### src/rtl/i2c_pkg.sv
// Shared definitions for the I2C register bank.
//   state_t     : controller FSM state encoding
//   SYNC_STAGES : depth of the clock-domain synchronizers
package i2c_pkg;

  localparam int SYNC_STAGES = 2;

  typedef enum logic [1:0] {
    IDLE       = 2'd0,
    AWAIT_PTR  = 2'd1,
    WRITE_DATA = 2'd2,
    READ_DATA  = 2'd3
  } state_t;

endpackage

### src/rtl/toggle_sync.sv
// Brings an asynchronous toggle signal into the clk domain and turns each
// level change into a single-cycle event.
//   clk    : destination clock
//   rst_n  : asynchronous active-low reset, clears every flop
//   toggle : asynchronous toggle input
//   pulse  : one-clk event, high while stage 2 and stage 3 disagree
module toggle_sync
  import i2c_pkg::*;
(
  input  logic clk,
  input  logic rst_n,
  input  logic toggle,
  output logic pulse
);

  // sync[0..SYNC_STAGES-1] are the metastability stages; sync[SYNC_STAGES]
  // holds the previous synchronized level for edge detection.
  logic [SYNC_STAGES:0] sync;

  always_ff @(posedge clk or negedge rst_n) begin
    if (!rst_n) begin
      sync <= '0;
    end else begin
      sync <= {sync[SYNC_STAGES-1:0], toggle};
    end
  end

  assign pulse = sync[SYNC_STAGES] ^ sync[SYNC_STAGES-1];

endmodule

### src/rtl/i2c_reg_bank.sv
// Register bank behind an I2C target front end. The bus side writes through
// an auto-incrementing pointer (first byte after a write START is the
// pointer); the bus side reads through tx_byte. A local host port has
// direct random access.
//   clk, rst_n          : clock, asynchronous active-low reset
//   rx_byte, rx_toggle  : received byte and its per-byte toggle
//   start_toggle, rw    : START toggle and bus direction (1 = read)
//   tx_ack_toggle       : toggles when tx_byte has been shifted out
//   tx_byte             : registered regs[ptr] for the next read slot
//   host_addr/we/wdata  : local write port
//   host_rdata          : combinational read of regs[host_addr]
//   bus_wr_strobe/addr/data : one-clk report of each bus write
//
// state      | meaning
// -----------+---------------------------------------------------
// IDLE       | no transaction since reset; rx/tx_ack ignored
// AWAIT_PTR  | write START seen; next rx byte loads the pointer
// WRITE_DATA | each rx byte writes regs[ptr], then ptr++
// READ_DATA  | tx_byte follows regs[ptr]; each tx_ack does ptr++
module i2c_reg_bank
  import i2c_pkg::*;
#(
  parameter int         NUM_REGS  = 16,
  parameter logic [7:0] RESET_VAL = 8'h00
) (
  input  logic                        clk,
  input  logic                        rst_n,
  input  logic [7:0]                  rx_byte,
  input  logic                        rx_toggle,
  input  logic                        start_toggle,
  input  logic                        rw,
  input  logic                        tx_ack_toggle,
  output logic [7:0]                  tx_byte,
  input  logic [$clog2(NUM_REGS)-1:0] host_addr,
  input  logic                        host_we,
  input  logic [7:0]                  host_wdata,
  output logic [7:0]                  host_rdata,
  output logic                        bus_wr_strobe,
  output logic [$clog2(NUM_REGS)-1:0] bus_wr_addr,
  output logic [7:0]                  bus_wr_data
);

  localparam int AW = $clog2(NUM_REGS);

  logic rx_evt;
  logic start_evt;
  logic tx_evt;
  logic [SYNC_STAGES-1:0] rw_sync;
  logic rw_s;

  state_t state;
  state_t ent_state;
  state_t state_nxt;
  logic [AW-1:0] ptr;
  logic [AW-1:0] ptr_nxt;
  logic          bus_we;
  logic [7:0]    regs [NUM_REGS];

  toggle_sync u_rx_sync (
    .clk    (clk),
    .rst_n  (rst_n),
    .toggle (rx_toggle),
    .pulse  (rx_evt)
  );

  toggle_sync u_start_sync (
    .clk    (clk),
    .rst_n  (rst_n),
    .toggle (start_toggle),
    .pulse  (start_evt)
  );

  toggle_sync u_tx_ack_sync (
    .clk    (clk),
    .rst_n  (rst_n),
    .toggle (tx_ack_toggle),
    .pulse  (tx_evt)
  );

  // rw is a level, so it only needs the plain synchronizer; it is stable
  // well before the START toggle that makes it relevant.
  always_ff @(posedge clk or negedge rst_n) begin
    if (!rst_n) begin
      rw_sync <= '0;
    end else begin
      rw_sync <= {rw_sync[SYNC_STAGES-2:0], rw};
    end
  end

  assign rw_s = rw_sync[SYNC_STAGES-1];

  always_ff @(posedge clk or negedge rst_n) begin
    if (!rst_n) begin
      state <= IDLE;
      ptr   <= '0;
    end else begin
      state <= state_nxt;
      ptr   <= ptr_nxt;
    end
  end

  // A START is applied before anything else in the same clk, so a byte
  // arriving together with it is interpreted in the post-START state.
  always_comb begin
    ent_state = state;
    state_nxt = state;
    ptr_nxt   = ptr;
    bus_we    = 1'b0;

    if (start_evt) begin
      ent_state = rw_s ? READ_DATA : AWAIT_PTR;
    end
    state_nxt = ent_state;

    unique case (ent_state)
      AWAIT_PTR: begin
        if (rx_evt) begin
          ptr_nxt   = rx_byte[AW-1:0];
          state_nxt = WRITE_DATA;
        end
      end
      WRITE_DATA: begin
        if (rx_evt) begin
          bus_we  = 1'b1;
          ptr_nxt = AW'(ptr + 1'b1);
        end
      end
      READ_DATA: begin
        if (tx_evt) begin
          ptr_nxt = AW'(ptr + 1'b1);
        end
      end
      default: begin
      end
    endcase
  end

  // The bus write is issued after the host write so that, on an address
  // collision, the later non-blocking assignment (the bus) wins.
  always_ff @(posedge clk or negedge rst_n) begin
    if (!rst_n) begin
      for (int i = 0; i < NUM_REGS; i++) begin
        regs[i] <= RESET_VAL;
      end
    end else begin
      if (host_we) begin
        regs[host_addr] <= host_wdata;
      end
      if (bus_we) begin
        regs[ptr] <= rx_byte;
      end
    end
  end

  always_ff @(posedge clk or negedge rst_n) begin
    if (!rst_n) begin
      tx_byte       <= RESET_VAL;
      bus_wr_strobe <= 1'b0;
      bus_wr_addr   <= '0;
      bus_wr_data   <= 8'h00;
    end else begin
      tx_byte       <= regs[ptr];
      bus_wr_strobe <= bus_we;
      if (bus_we) begin
        bus_wr_addr <= ptr;
        bus_wr_data <= rx_byte;
      end
    end
  end

  assign host_rdata = regs[host_addr];

endmodule
### config.mk
export PLATFORM = sky130hd
export DESIGN_NAME = i2c_reg_bank
export DESIGN_NICKNAME = d
export VERILOG_FILES = /design/src/rtl/i2c_pkg.sv /design/src/rtl/toggle_sync.sv /design/src/rtl/i2c_reg_bank.sv
export SDC_FILE = /design/constraint.sdc
export NUM_CORES = 1
export LEC_CHECK = 0
export ABC_CLOCK_PERIOD_IN_PS = 4900
export CAP_MARGIN = 10
export CORE_AREA = 4 4 183 185
export DETAILED_ROUTE_END_ITERATION = 6
export DIE_AREA = 0 0 187 189
export GPL_TIMING_DRIVEN = 1
export PLACE_DENSITY = 0.57
export SLEW_MARGIN = 20
export SYNTH_ARGS = -nofsm -noshare
export SYNTH_HDL_FRONTEND = slang
export SYNTH_HIERARCHICAL = 1
export SYNTH_SLANG_ARGS = --single-unit
### constraint.sdc
create_clock -name clk -period 4.9 [get_ports clk]
set_input_delay 0.735 -clock clk [delete_from_list [all_inputs] [get_ports clk]]
set_output_delay 0.735 -clock clk [all_outputs]
set_load 0.01 [all_outputs]
# Word-level counts from Yosys, hierarchy flattened
# Cells that the tools add are included.
[totals] ff_bits=166 inputBits=27 word_cells=70
[op_classes] add_sub_neg=1 magnitude_cmp=4 n_eq_ne=6 mux=24 n_bitwise=5 n_reduce_logical=4
[op_table] op="128-bit bitwise mux" n=2
[op_table] op="128-bit two-way mux" n=2
[op_table] op="8-bit binary-select mux with 4-bit select" n=2
[op_table] op="8-bit demux with 4-bit select" n=2
[op_table] op="8-bit two-way mux" n=6
[op_table] op="4-bit two-way mux" n=3
[op_table] op="4-bit case mux with 3 select lines" n=1
[op_table] op="5-bit greater-or-equal comparator (second input constant)" n=2
[op_table] op="5-bit by 1-bit < comparator with 1-bit output (second input constant)" n=2
[op_table] op="4-bit inverter with 5-bit output" n=2
[op_table] op="2-bit two-way mux" n=4
[op_table] op="2-bit inequality test (second input constant)" n=3
[op_table] op="4-bit by 1-bit adder with 4-bit output (second input constant)" n=1
[op_table] op="2-bit equality test (second input constant)" n=2
[op_table] op="4-bit AND reduction" n=1
[op_table] op="3-bit nonzero test" n=1
[op_table] op="1-bit bitwise XOR" n=3
[op_table] op="2-bit by 1-bit equality test with 1-bit output (second input constant)" n=1
[op_table] op="1-bit logical AND" n=2
[op_table] op="1-bit two-way mux" n=2

# Logic depth before layout (Yosys ltp)
# Gate-level depths: netlist of the first run.
[depth] word_depth=9 mapped_depth=9 depth_no_buf=5

# Hierarchy
# The synthesis of the first run kept the hierarchy.
[by_module_without_submodules] module="i2c_reg_bank" instances=1 cells_per_inst=839 area_per_inst_um2=9235.1 seq_area_each_um2=3928.8
[by_module_without_submodules] module="toggle_sync" instances=3 cells_per_inst=4 area_per_inst_um2=83.8 seq_area_each_um2=75.1

# Least setup slack after synthesis of the first run
# No wires, ideal clock.
[synth_path] path_kind="input to output" startpoint="input port host_addr[0]" endpoint="output port host_rdata[5]" arrival_time_ps=1925 required_time_ps=4165 slack_ps=2240 cell_stages=5 path_cell_list="buf_2 buf_2 mux4_2 a22oi_1 nand2_1"
[synth_via] elab_chain_len=4
[synth_rtl] item="start, declared" line="i2c_reg_bank.sv:34" text="input logic [$clog2(NUM_REGS)-1:0] host_addr,"
[synth_rtl] item="4-bit inverter with 5-bit output (implied by the code)" line="i2c_reg_bank.sv:171" text="assign host_rdata = regs[host_addr];"
[synth_rtl] item="8-bit binary-select mux with 4-bit select" line="i2c_reg_bank.sv:171"
[synth_rtl] item="8-bit two-way mux (implied by the code) (2 in series)" line="i2c_reg_bank.sv:171"
[synth_rtl] item="end, declared" line="i2c_reg_bank.sv:37" text="output logic [7:0] host_rdata,"
# No other way between the ends. The select of a mux whose other input is x is not followed.

# Final worst setup path of the first run
[layout_path] startpoint="input port host_addr[2]" endpoint="output port host_rdata[0]"
# Same word-level chain as after synthesis.

==> impl_results.md, run 1 <==
* Status: completed
* Internal at 3970 uW
* Syn_area_per_cell at 11.1 um2
* Most frequent cells in the layout: dfrtp_1, nand2_1, mux2i_1
* Reg2Reg Depth at 5
* Synth Warn # at 6
* Die footprint at 0.0353 mm2
* Gr usage total at between 15 and 20%
* Synth cell types at 37
* CTS H-tree lvls at 4
* Fmax at 279 MHz
* Clock transition at path regs at 0.06 ns
* Register bit count reported by yosys at 166
* Worst Clk Skew at 0.00688 ns
* TritonCTS clock tree: yes
* Global-route wire length before repair at 45.0 mm
* Drt wl/cell at 23.1 um
* Share of layout cells above drive strength 1 at 15.1%
* Clk pwr share at 21.5%
* Area delta synth->final at 13.0%
* Vias in the first global route at around 7000
* Max Cap Violations at 0
* Netlist Area Pre-Place at 0.00949 mm2
* Net switching power at 2220 uW
* CORE AREA at 0.0320 mm2
* Sequential share of the synthesized area at between 40% and 50%
* Dpl cell area at 0.0101 mm2
* GPL Wtd Cong at 0.845
* Crit-path cells: clkdlybuf4s50_1 -> nor2_1 -> a22oi_1 -> nand2_1 -> clkdlybuf4s50_1
* Setup TNS at 0 ns
* CP Capture Type: primary output
* Final cell count without fillers at 1262
* Total length of routed wires at 29.2 mm
* Largest net degree at the start of global routing at 92
* Max-slew headroom at 28.2%
* Peak supply drop at roughly 0.29 mV
* Area leader, netlist: dfrtp_1
* Max incr delay on CP at 0.65 ns
* I/O Pins at 56
* Cells after Synth at 851
* Worst path required time at 4.16 ns
* Fill cell count at roughly 3200
* Clock sink count at 166
* Final Hold Fails at 0
* Critical Path Start Type: input port
* DRT antenna net count at 0
* Combinational share of power at 35.6%
* R2R Path Start: u_rx_sync/sync[1]
* DR vias/cell at 5.50
* LEAKAGE at 0.00424 uW
* Crit-path leading delay family: buffers and inverters
* Commonest non-fill, non-tap cell in the layout: dfrtp_1
* WP data arrival at roughly 2.9 ns
* Initial Utilization at 29.6%
* Max FO, Critical Path at 8
* Clock buffer count from CTS at 17
* Storage cell area at 0.00416 mm2
* HP Class: input port to async pin
* Final setup violation count at 0
* PortBufs at 55
* Initial drt markers at 839
* Most frequent CP cell: clkdlybuf4s50_1
* PwrDens at 577 mW/mm2
* Slowest stage cell on the critical path: nor2_1
* DP Wirelength at 19.6 mm
* Min Clock Period, post-route at 3.58 ns
* Predominant post-synthesis flop cell: dfrtp_1
* Post-cts sizing count at 0
* Tcrit/Tclk final at 73.1%
* Post-CTS Setup Inserts at 0
* Sw Share at 35.8%
* Footprint of the multi-input gates at a little under 0.005 mm2
* Reg2reg end: regs[17]
* Mapped Nets at 882
* Num rows at 66
* Worst path buffer plus inverter count at 2
* Die span in x at 187 um
* Sequential share of power at 42.9%
* R2R setup slack at between 2 and 2.5 ns
* Clock Latency Late Sink at 0.44 ns
* Final #Nets at 871
* Die height at 189 um
* Synth top area share at a little over two fifths
* Clock Root Buffer: clkbuf_16
* EDFF count, synth at 0
* First drt pass iteration count at 5
* Final instance area at 0.0107 mm2
* Fin util at between 30 and 40%
* RSZ-0062 raised after global routing: false
* Cts hold-fix bufs at 0
* Initial antenna violation count at 3
* Tot Pwr at 6190 uW
* Top cells by area, synth: dfrtp_1, mux4_2, mux2i_1, nand2_1, o21ai_0
* GRT Residual Overflow at 0
* Max-slew violations at 0
* Vias at 6941
* Worst-Margin Slew at 1.07 ns
* Crit Path Class: input port to primary output
* Share of flip-flops with an asynchronous set or reset at between 90% and 100%
* DRC Markers at 0
* Placed cell count at approximately 1200
* CTS max path bufs at 2
layer usage:
layer  vias to the layer above  global-route usage [%]  wire length [um]
met4                         2                    4.47               578
met5                         -                       0                13
met1                      3521                    23.7             13200
met3                        38                    3.30              1780
met2                       315                    26.0             13600
li1                       3065                       -                 -
worst max-delay path by stage:
| stage | cells after the start | start | endpoint |
|---|---|---|---|
| final | 5 | host_addr[2] | host_rdata[0] |
| after floorplan | 5 | host_addr[0] | host_rdata[5] |
| after global routing | 5 | host_addr[1] | host_rdata[7] |
| after CTS | 5 | host_addr[0] | host_rdata[0] |
| after detailed placement | 5 | host_addr[0] | host_rdata[0] |
| after global placement | 5 | host_addr[0] | host_rdata[0] |
per-stage QoR:
stage          hold slack [ns]  setup slack (ns)
2_1_floorplan            0.331              2.24
3_3_place_gp             0.333              1.04
3_5_place_dp             0.335              1.00
4_1_cts                  0.350             0.997
5_1_grt                  0.358              1.21
6_report                 0.329              1.32
sequential cells by signal, summed over array words and instances, names as in the netlist, 3 cells and up:
name / cells
regs: 128
ptr: 4
u_rx_sync/sync: 3
tx_byte: 8
bus_wr_addr: 4
bus_wr_data: 8
u_tx_ack_sync/sync: 3
u_start_sync/sync: 3
power by group through the flow:
stage / Clock [uW] / Combinational [uW] / Sequential [uW]
2_1_floorplan: 0 / 1620 / 2350
3_3_place_gp: 0 / 2140 / 2660
3_5_place_dp: 0 / 2190 / 2650
4_1_cts: 1370 / 2190 / 2640
5_1_grt: 1420 / 2410 / 2730
6_report: 1330 / 2200 / 2660
synthesized netlist by cell type, drive strengths merged, types with 2 or more instances:
cell / count
dfrtp: 166
nand2: 148
mux2i: 131
o21ai: 131
mux4: 64
buf: 58
a22oi: 32
clkbuf: 32
and3: 18
mux2: 13
nor2: 13
nand3b: 5
a21oi: 4
ha: 4
nand3: 4
and2: 3
and2b: 3
nor3b: 3
or3: 3
xor2: 3
a31oi: 2
inv: 2
nand2b: 2
nor2b: 2
cells by family after synthesis:
| logic type | share of synthesized area [%] |
|---|---|
| compound gates | 10.0 |
| xor+xnor | 0.277 |
| fa+ha+maj | 0.528 |
| buf+inv | 4.91 |
| flops | 43.8 |
| mux | 30.6 |
| simple gates | 9.91 |
final cells by class:
type / count / share of cell area, %
inverter: 2 / 0.0701
tap: 408 / 4.76
antenna: 1 / 0.0234
sequential: 166 / 38.8
clock inverter: 13 / 1.17
timing repair buffer: 60 / 5.55
multi-input combinational: 593 / 45.4
clock buffer: 19 / 4.23
worst reg2reg max path: stages, from the launching register on:
cell,delay (ns)
dfrtp_1,0.39
xor2_1,0.35
and4bb_2,0.74
and3_1,0.70
nand2_1,0.15
o21ai_0,0.15
No activity file was read; power rests on OpenSTA's default activity.
==> run 2: changes to the inputs <==
Settings changed: ABC_CLOCK_PERIOD_IN_PS 4900 to 3300.
Clock period 4.9 ns to 3.3 ns, I/O delays scaled along.
==> impl_results.md, run 2 (synthesis gave the netlist of run 1 again) <==
* Die footprint at 0.0353 mm2 (unchanged)
* Worst path required time at 2.80 ns (was 4.16 ns)
* Tcrit/Tclk final at between 80% and 90%
* Clock Latency Late Sink at 0.44 ns (about the same)
* Vias in the first global route at 7097 (was 6895)
* Max-slew violations at 0 (unchanged)
* CTS max path bufs at 2 (unchanged)
* DRT antenna net count at 0 (unchanged)
* Post-cts sizing count at 0 (unchanged)
* Vias at 6986 (was 6941)
* I/O Pins at 56 (unchanged)
* First drt pass iteration count at 5 (unchanged)
* PortBufs at 55 (unchanged)
* Setup WS pre-CTS at 0.334 ns (was 1.00 ns)
* Max-slew headroom at 33.5% (was 28.2%)
* Fill cell count at 3193 (was 3196)
* GPL Wtd Cong at 0.953 (was 0.845)
* Area delta synth->final at 15.3% (was 13.0%)
* Critical Path Start Type: input port (unchanged)
* Dpl cell area at 0.0103 mm2 (was 0.0101 mm2)
* RSZ-0062 raised after global routing: false (unchanged)
* Final instance area at 0.0109 mm2 (was 0.0107 mm2)
* Initial drt markers at 735 (was 839)
* DP Wirelength at 20.7 mm (was 19.6 mm)
* Top flop regs: regs: 128 flops, bus_wr_data: 8 flops, tx_byte: 8 flops (unchanged)
* Final setup violation count at 0 (unchanged)
* Setup TNS at 0 ns (unchanged)
* Die height at 189 um (unchanged)
* Global-route wire length before repair at 45.8 mm (was 45.0 mm)
* Total length of routed wires at 29.9 mm (was 29.2 mm)
* Cts hold-fix bufs at 0 (unchanged)
* Clock sink count at 166 (unchanged)
* HP Class: input port to async pin (unchanged)
* CTS H-tree lvls at 4 (unchanged)
* DRC Markers at 0 (unchanged)
* Tot Pwr at 9490 uW (was 6190 uW)
* PnR worst setup slack at 0.337 ns (was 1.32 ns)
* Clock buffer count from CTS at 17 (unchanged)
* Initial Utilization at 29.6% (unchanged)
* Most frequent cells in the layout: dfrtp_1, nand2_1, mux2i_1 (unchanged)
* Peak supply drop at 0.461 mV (was 0.290 mV)
* Worst-Margin Slew at 0.994 ns (was 1.07 ns)
* Share of layout cells above drive strength 1 at 17.0% (was 15.1%)
* Commonest non-fill, non-tap cell in the layout: dfrtp_1 (unchanged)
* Clock transition at path regs at 0.07 ns (was 0.06 ns)
* CORE AREA at 0.0320 mm2 (unchanged)
* Ant diodes at 0 (was 1)
* Min Hold Slack at 0.0428 ns (was 0.329 ns)
* CP Capture Type: primary output (unchanged)
* Crit Path Class: input port to primary output (unchanged)
* Initial antenna violation count at 1 (was 3)
* Gr usage total at 17.0% (was 16.6%)
* Clock Root Buffer: clkbuf_16 (unchanged)
* PwrDens at 867 mW/mm2 (was 577 mW/mm2)
* Top reg by flops: regs (unchanged)
* Num rows at 66 (unchanged)
* GRT Residual Overflow at 0 (unchanged)
* WP data arrival at 2.47 ns (was 2.85 ns)
* Drt wl/cell at 23.3 um (was 23.1 um)
* Post-CTS Setup Inserts at 0 (unchanged)
* Max Cap Violations at 0 (unchanged)
* Worst Clk Skew at 0.0137 ns (was 0.00688 ns)
* Final #Nets at 892 (was 871)
* Final Hold Fails at 0 (unchanged)
* Die span in x at 187 um (unchanged)
* Fmax at between 300 and 400 MHz
* LEAKAGE at 0.00438 uW (was 0.00424 uW)
* Min Clock Period, post-route at 2.96 ns
* DR vias/cell at 5.45 (was 5.50)
* Largest net degree at the start of global routing at 66 (was 92)
* Status: completed (unchanged)
* Largest register FFs at 128 (unchanged)
* TritonCTS clock tree: yes (unchanged)
* Max FO, Critical Path at 8 (unchanged)
==> run 2: cell types whose count changed in the layout (fill, tap and decap cells not counted), sizes merged <==
cell	delta
clkinv	-4
clkbuf	-1
buf	+21
bufinv	+2
diode	-1
inv	+5
clkinvlp	-2
==> run 2: worst max-delay path: stages <==
cell	delay, ns
clkdlybuf4s50_1	0.55
and2b_1	0.51
a22oi_1	0.20
nand2_1	0.16
clkdlybuf4s50_1	0.56
==> run 2: worst paths after layout <==
| path | from | end | slack, ns | cells after the start |
|---|---|---|---|---|
| worst min-delay path | rst_n | bus_wr_strobe | 0.04 | 1 |
| max in group asynchronous | rst_n | regs[10] | 2.45 | 2 |
| worst max-delay path | host_addr[3] | host_rdata[5] | 0.34 | 5 |
| min in group clk | rw_sync[0] | rw_sync[1] | 0.35 | 0 |
| worst min register to register | rw_sync[0] | rw_sync[1] | 0.35 | 0 |
| worst max register to register | u_rx_sync/sync[1] | regs[98] | 0.86 | 5 |
==> run 2: per-stage QoR <==
stage               instances  util, %
finish                   1282     34.1
floorplan                 851        -
global placement         1250     32.2
CTS                      1282     34.1
global route             1282     34.1
detailed placement       1250     32.2
==> run 2: layer usage <==
| metal | global-route usage, % | vias to the layer above | wire length, um |
|---|---|---|---|
| met2 | 25.6 | 330 | 13200 |
| met4 | 5.83 | 2 | 951 |
| met1 | 23.8 | 3488 | 13100 |
| met3 | 4.85 | 63 | 2560 |
| met5 | 0 | - | 7 |
| li1 | - | 3103 | - |
==> run 2: final cells by class <==
cell class / instances / area (um2) / share of cell area (%)
flip-flops and latches: 166 / 4160 / 38.0
well taps: 408 / 510 / 4.67
clock buffers: 18 / 439 / 4.01
clock inverters: 14 / 185 / 1.69
multi-input cells: 593 / 4870 / 44.5
inverters: 2 / 7.51 / 0.0686
repair buffers: 81 / 774 / 7.08
==> run 2: power by group <==
group	total (uW)	switching, uW	internal [uW]
combinational	3380	1500	1890
clock	2160	925	1240
sequential	3940	992	2950
